<file path="config.mk">
export PLATFORM = sky130hd
export DESIGN_NAME = buffer_dump_engine
export DESIGN_NICKNAME = d
export VERILOG_FILES = /design/src/rtl/dump_pkg.sv /design/src/rtl/dump_word_ser.sv /design/src/rtl/buffer_dump_engine.sv
export SDC_FILE = /design/constraint.sdc
export NUM_CORES = 1
export LEC_CHECK = 0
export CAP_MARGIN = 20
export CORE_MARGIN = 10
export CORE_UTILIZATION = 40
export CTS_CLUSTER_DIAMETER = 30
export DETAILED_ROUTE_END_ITERATION = 10
export GPL_TIMING_DRIVEN = 0
export HOLD_SLACK_MARGIN = 0.05
export PLACE_DENSITY_LB_ADDON = 0.25
export SLEW_MARGIN = 20
export SYNTH_ARGS = -nofsm -noshare
export SYNTH_HDL_FRONTEND = slang
export SYNTH_SLANG_ARGS = --single-unit
</file>
<file path="constraint.sdc">
create_clock -name clk_i -period 3.26 [get_ports clk_i]
set_input_delay 0.652 -clock clk_i [delete_from_list [all_inputs] [get_ports clk_i]]
set_output_delay 0.652 -clock clk_i [all_outputs]
set_load 0.01 [all_outputs]
</file>
<file path="src/rtl/dump_pkg.sv">
// Shared types and constants for the buffer dump engine.
// DUMP_CHECKSUM_EN adds a trailing XOR checksum byte to every frame.
package dump_pkg;

  typedef enum logic [2:0] {
    IDLE,
    HDR,
    LOAD,
    DATA,
    CSUM,
    DONE
  } dump_state_e;

  localparam logic [7:0] SOF_BYTE_DEF = 8'hA5;

  // Total bytes on the wire for a buffer of 2**n entries.
  function automatic int frame_len(input int n);
`ifdef DUMP_CHECKSUM_EN
    return 2 + 4 * (1 << n);
`else
    return 1 + 4 * (1 << n);
`endif
  endfunction

endpackage

</file>
<file path="src/rtl/dump_word_ser.sv">
// Serialises one 32-bit word as four bytes, MSB first, over a valid/ready handshake.
module dump_word_ser (
  input  logic        clk_i,
  input  logic        rst_i,
  input  logic        load_i,
  input  logic [31:0] word_i,
  input  logic        ready_i,
  output logic [7:0]  byte_o,
  output logic        valid_o,
  output logic        last_o
);

  logic [31:0] shift;
  logic [1:0]  byte_cnt;
  logic        active;

  // A load always wins; the word stays put until the sink accepts each byte.
  always_ff @(posedge clk_i or posedge rst_i) begin
    if (rst_i) begin
      shift    <= '0;
      byte_cnt <= '0;
      active   <= 1'b0;
    end else if (load_i) begin
      shift    <= word_i;
      byte_cnt <= '0;
      active   <= 1'b1;
    end else if (active && ready_i) begin
      shift    <= {shift[23:0], 8'h00};
      byte_cnt <= byte_cnt + 2'd1;
      if (byte_cnt == 2'd3) begin
        active <= 1'b0;
      end
    end
  end

  assign byte_o  = shift[31:24];
  assign valid_o = active;
  assign last_o  = (byte_cnt == 2'd3);

endmodule

</file>
<file path="src/rtl/buffer_dump_engine.sv">
// Walks every circular-buffer entry and streams it as a framed byte sequence.
// Build with DUMP_CHECKSUM_EN to append an XOR checksum of the data bytes.
module buffer_dump_engine
  import dump_pkg::*;
#(
  parameter int         N        = 6,
  parameter int         IDX_W    = 20,
  parameter logic [7:0] SOF_BYTE = SOF_BYTE_DEF
) (
  input  logic             clk_i,
  input  logic             rst_i,
  input  logic             start_i,
  output logic             busy_o,
  output logic             freeze_o,
  output logic             done_o,
  output logic [IDX_W-1:0] read_index_o,
  input  logic [31:0]      read_data_i,
  output logic [7:0]       byte_o,
  output logic             byte_valid_o,
  input  logic             byte_ready_i
);

  localparam logic [N-1:0] IDX_LAST = '1;

  dump_state_e state, state_next;
  logic [N-1:0] idx;
  logic         ser_load;
  logic         ser_ready;
  logic         ser_valid;
  logic         ser_last;
  logic [7:0]   ser_byte;
  logic         data_xfer;

  assign ser_ready = (state == DATA) && byte_ready_i;
  assign data_xfer = ser_ready && ser_valid;

  dump_word_ser u_ser (
    .clk_i   (clk_i),
    .rst_i   (rst_i),
    .load_i  (ser_load),
    .word_i  (read_data_i),
    .ready_i (ser_ready),
    .byte_o  (ser_byte),
    .valid_o (ser_valid),
    .last_o  (ser_last)
  );

  always_ff @(posedge clk_i or posedge rst_i) begin
    if (rst_i) begin
      state <= IDLE;
    end else begin
      state <= state_next;
    end
  end

  // The index only moves after the final byte of an entry, so it is stable across LOAD and DATA.
  always_ff @(posedge clk_i or posedge rst_i) begin
    if (rst_i) begin
      idx <= '0;
    end else if (state == IDLE && start_i) begin
      idx <= '0;
    end else if (data_xfer && ser_last && idx != IDX_LAST) begin
      idx <= idx + 1'b1;
    end
  end

`ifdef DUMP_CHECKSUM_EN
  logic [7:0] csum;

  always_ff @(posedge clk_i or posedge rst_i) begin
    if (rst_i) begin
      csum <= '0;
    end else if (state == IDLE && start_i) begin
      csum <= '0;
    end else if (data_xfer) begin
      csum <= csum ^ ser_byte;
    end
  end
`endif

  // Valid is a function of state alone; ready only steers the next state.
  always_comb begin
    state_next   = state;
    byte_o       = '0;
    byte_valid_o = 1'b0;
    ser_load     = 1'b0;
    done_o       = 1'b0;
    case (state)
      IDLE: begin
        if (start_i) state_next = HDR;
      end
      HDR: begin
        byte_o       = SOF_BYTE;
        byte_valid_o = 1'b1;
        if (byte_ready_i) state_next = LOAD;
      end
      LOAD: begin
        ser_load   = 1'b1;
        state_next = DATA;
      end
      DATA: begin
        byte_o       = ser_byte;
        byte_valid_o = ser_valid;
        if (data_xfer && ser_last) begin
          if (idx == IDX_LAST) begin
`ifdef DUMP_CHECKSUM_EN
            state_next = CSUM;
`else
            state_next = DONE;
`endif
          end else begin
            state_next = LOAD;
          end
        end
      end
`ifdef DUMP_CHECKSUM_EN
      CSUM: begin
        byte_o       = csum;
        byte_valid_o = 1'b1;
        if (byte_ready_i) state_next = DONE;
      end
`endif
      DONE: begin
        done_o     = 1'b1;
        state_next = IDLE;
      end
      default: state_next = IDLE;
    endcase
  end

  assign busy_o       = (state != IDLE);
  assign freeze_o     = busy_o;
  assign read_index_o = IDX_W'(idx);

endmodule

</file>
* Word level (Yosys, flattened, before mapping) *
Cells that the tools add are included.

storage, ports and cells
  input port bits = 36
  logic and storage cells = 47
  output and inout port bits = 32
  flip-flop bits (word level) = 44

cells by class
  mux-type cells = 18
  equality and inequality tests = 10
  reduce and logical (&&, ||, !) cells = 12
  add/subtract/negate cells = 2

operators by type and width
  operator                                                                 number
  32-bit two-way mux                                                       2
  8-bit one-hot mux with 2 select lines                                    1
  3-bit two-way mux                                                        4
  6-bit two-way mux                                                        2
  3-bit one-hot mux with 4 select lines                                    1
  6-bit by 1-bit adder with 6-bit output, second input constant            1
  3-bit by 2-bit == test with 1-bit output, second input constant          2
  6-bit == test, second input constant                                     1
  6-bit inequality test, second input constant                             1
  2-bit nonzero test                                                       3
  1-bit logical AND                                                        5
  1-bit two-way mux                                                        5
  2-bit two-way mux                                                        2
  2-bit inequality test, second input constant                             2
  3-bit by 1-bit == test with 1-bit output, second input constant          1
  3-bit == test, second input constant                                     1
  3-bit zero test                                                          1
  3-bit AND reduction                                                      1
  3-bit nonzero test                                                       1
  2-bit by 1-bit adder with 2-bit output, second input constant            1
  2-bit == test, second input constant                                     1
  2-bit by 1-bit inequality test with 1-bit output, second input constant  1
  1-bit one-hot mux with 2 select lines                                    1
  2-bit AND reduction                                                      1

* Logic depth before layout (Yosys ltp) *
  depth after elaboration = 7
  gate-level depth with buffers = 7
  gate-level depth less buffers = 5

* By module *
A second synthesis with hierarchy kept.

unflattened totals
  cell total of the unflattened synthesis = 282
  area total of the unflattened synthesis = 2712.6 um^2

by module, submodules not included
  module              sequential area each (um^2)  cells each  times used  area each (um^2)
  dump_word_ser       875.8                        193         1           1980.6
  buffer_dump_engine  225.2                        89          1           732.0

* Worst setup path after synthesis *
Ideal clock, no wire load.

  path kind = input port to flip-flop
  from = in byte_ready_i
  to = reg idx[5]
  setup time = 77 ps
  arrival = 1618 ps
  path slack = 1565 ps
  required time = 3183 ps
  cell stages on the path = 4
  path buffers = 0
  cells stage by stage = and3_1 o211ai_4 or4_1 a21oi_1

between the ends
  word-level cells in the longest chain between the ends = 5

ends and longest elaborated chain
  what                             RTL line                  source
  start: declaration               buffer_dump_engine.sv:20  input logic byte_ready_i
  1-bit logical AND                buffer_dump_engine.sv:34  assign ser_ready = (state == DATA) && byte_ready_i;
  1-bit logical AND                buffer_dump_engine.sv:35  assign data_xfer = ser_ready && ser_valid;
  1-bit logical AND (2 in series)  buffer_dump_engine.sv:62  end else if (data_xfer && ser_last && idx != IDX_LAST) begin
  2-bit nonzero test (no line)     --
  end signal: assignment           buffer_dump_engine.sv:63  idx <= idx + 1'b1;
  end: declaration                 buffer_dump_engine.sv:26  logic [N-1:0] idx;

No other way between the ends.
A chain may end at the register's enable or synchronous reset.

* Worst setup path in the final report *
  from = reg state[0]
  to = out byte_o[7]

between the ends
  word-level cells in the longest chain between the ends = 2
  elaborated cells on any way between the ends = 3
  classes of those cells = eq/ne (2); mux (1)

ends and longest elaborated chain
  what                                                                                                         RTL line                  source
  start: declaration                                                                                           buffer_dump_engine.sv:25  dump_state_e state, state_next;
  start signal: assignment                                                                                     buffer_dump_engine.sv:52  state <= state_next;
  3-bit by 2-bit == test with 1-bit output / 3-bit by 1-bit == test with 1-bit output (equally long branches)  buffer_dump_engine.sv:88  case (state)
  8-bit one-hot mux with 2 select lines (*)                                                                    buffer_dump_engine.sv:88
  end: declaration                                                                                             buffer_dump_engine.sv:18  output logic [7:0] byte_o,

Every way passes the cells marked *; elsewhere a longest branch is shown, timed or not.

==> results.json <==
{
  "fmax_mhz": 408.3,
  "finalPower_mw": 2.661,
  "rows": 27,
  "worst_pin_slew_ns": 0.5050,
  "clockBufferDepth": 2,
  "grt_max_degree": 36,
  "max_slew_margin_pct": 66.33,
  "whs_ns": 0.5348,
  "period_minus_slack_ns": 2.449,
  "period_share_pct": 75.12,
  "max-vdd-ir-drop_mv": 0.3557,
  "cts_made_buffers": 5,
  "drive_above_1_share_pct": 10.13,
  "dr.pass1.iters": 4,
  "overflow": 0,
  "yosys_warnings": 0,
  "clock_skew_ns": 0.007504,
  "maxCapViolations": 0,
  "initial_core_util_pct": 41.24,
  "seq_area_frac_synth_pct": 48.48,
  "hold_buffers": 0,
  "startpoint_type": "register",
  "crit_path_max_fanout": 7,
  "worst_setup_path_end_kind": "primary output",
  "core_sq_mm": 0.005507,
  "wl_met3_um": 396,
  "antenna_left": 0,
  "die_h_um": 95.35,
  "wl_per_cell_um": 14.39,
  "detail_route.iter0.violations": 66,
  "worstPathCellList": "or2b_1 > a21oi_1 > clkdlybuf4s50_1",
  "antenna_found_initial": 0,
  "drt_wl_total_mm": 5.585,
  "clkLatencyLatePin_ns": 0.30,
  "rsz0062_at_grt": "false",
  "grt_usage_pct": 12.12,
  "area_growth_pct": 35.92,
  "min-delay-start": "u_ser.byte_cnt[1]",
  "dpl.hpwl_mm": 4.241,
  "die_area_sq_mm": 0.009091,
  "drc_errors": 0,
  "dr_total_vias": 1851,
  "critical_path_class": "reg -> out",
  "avgSynthCellArea_sq_um": 9.423,
  "finalNetCount": 353,
  "fin_area_sq_mm": 0.003087,
  "io_pins": 68,
  "final_common_cell": "clkdlybuf4s50_1",
  "slowest_delay_ns": 0.56,
  "required_ns": 2.61,
  "post-cts-setup-buffer-count": 0,
  "grt_pass1_wl_mm": 8.804,
  "final_cell_mix": "53 x clkdlybuf4s50_1, 51 x nand2_1, 44 x dfrtp_1",
  "r2r-start": "state[0]",
  "num_antenna_cells": 0,
  "grt_pass1_vias": 1836,
  "cts.sinks": 44,
  "startpoint": "state[0]",
  "clkSlewWorstSetupHoldPaths_ns": 0.08,
  "die_x_um": 95.35,
  "leakage_nw": 1.394,
  "cp.arrival_ns": 1.80,
  "critPathTopFamily": "buffers and inverters",
  "synthCells": 241,
  "top_layer": "met4",
  "p_per_area_mw_per_mm2": 862.1,
  "cts_resized": 0,
  "cp_num_buf_inv": 1,
  "globalplace.congestion": 0.8046,
  "cts-htree-levels": 2,
  "hold_violations": 0,
  "cts_tree": "yes",
  "fin_tns_setup_ns": 0,
  "slew_violations": 0,
  "ys_types": 32,
  "placed_cell_area_sq_mm": 0.002960,
  "status": "finished clean",
  "route.layer.met1.wl_mm": 2.444,
  "vias_per_cell": 4.771,
  "syn_area_sq_mm": 0.002271,
  "setup_violations": 0,
  "portBuffers": 53,
  "worstHoldPathType": "reg -> reg",
  "cts-root-buf": "clkbuf_8",
  "critPathSlowestCell": "clkdlybuf4s50_1",
  "wl_met2_mm": 2.680,
  "synth-seq-cells": 44
}
-- per-stage QoR --
stage	setup slack (ns)	std cells	utilization, %
2_1_floorplan	1.565	254	-
3_3_place_gp	0.6573	379	53.40
3_5_place_dp	0.9418	380	53.76
4_1_cts	0.7930	388	56.06
5_1_grt	0.7071	388	56.06
6_report	0.8110	388	56.06
-- cells by family after synthesis --
logic type | share of synthesized area (%)
AND/OR/NAND/NOR | 15.70
XOR/XNOR | 0.7715
AO/OA/AOI/OAI | 12.01
other | 0.1651
multiplexers | 11.46
adder cells (fa/ha/maj) | 1.102
flip-flops | 48.49
buffers and inverters | 10.30
-- layout make-up --
type / instances / area, sq um
fill: 517 / 2420
sequential: 44 / 1101
multi-input combinational: 174 / 984.7
timing repair buffer: 54 / 550.5
buffer: 27 / 200.2
clock buffer: 7 / 96.34
tap: 72 / 90.09
inverter: 9 / 33.78
clock inverter: 1 / 30.03
-- worst min-delay path: cells and delay by family (launching register included) --
family | cells | cell delay (ns)
AND/OR/NAND/NOR | 1 | 0.08
flip-flops | 1 | 0.35
multiplexers | 1 | 0.06
-- final timing paths --
kind                                           to  slack [ns]  depth (start not counted)
max in group asynchronous          u_ser.shift[8]        2.23                          3
worst max register to register     u_ser.shift[0]        1.45                          6
worst min register to register  u_ser.byte_cnt[1]        0.53                          2
min in group asynchronous           u_ser.valid_o        0.58                          2
worst min-delay path            u_ser.byte_cnt[1]        0.53                          2
worst max-delay path                    byte_o[7]        0.81                          3
-- cell usage after synthesis (all sizes together) --
master  number  area share [%]
a21oi       10             2.2
and2         6             1.7
and3         2            0.55
and3b        2            0.77
buf         21             7.8
clkbuf       6            0.99
conb         1            0.17
dfrtp       44              48
ha           2             1.1
inv          9             1.5
mux2i       26              11
nand2       51             8.4
nand3        3            0.66
nor2        10             1.7
nor3         1            0.22
nor4         1            0.28
o211ai       1            0.94
o21a         1            0.33
o21ai       34             7.5
o21bai       1            0.33
o31ai        1            0.33
o32ai        1            0.39
or2b         1            0.33
or3          3            0.83
or4          1            0.33
xnor2        1            0.39
xor2         1            0.39
-- where the power goes --
group | switching (mW) | leakage, nW | internal, mW
logic | 0.633 | 0.775 | 0.624
registers | 0.163 | 0.554 | 0.788
clock network | 0.183 | 0.0645 | 0.270
-- state kept, by name (all words and copies together) (netlist names) --
register and cells:
u_ser.shift 32, idx 6, state 3, u_ser.byte_cnt 2, u_ser.valid_o 1
-- per-layer routing --
layer | GRT usage, % | up-vias
li1 | - | 930
met1 | 14.92 | 865
met2 | 20.00 | 51
met3 | 3.535 | 5
met4 | 3.741 | 0
met5 | 0 | -
Note: power is estimated with default switching activity, not from simulation.
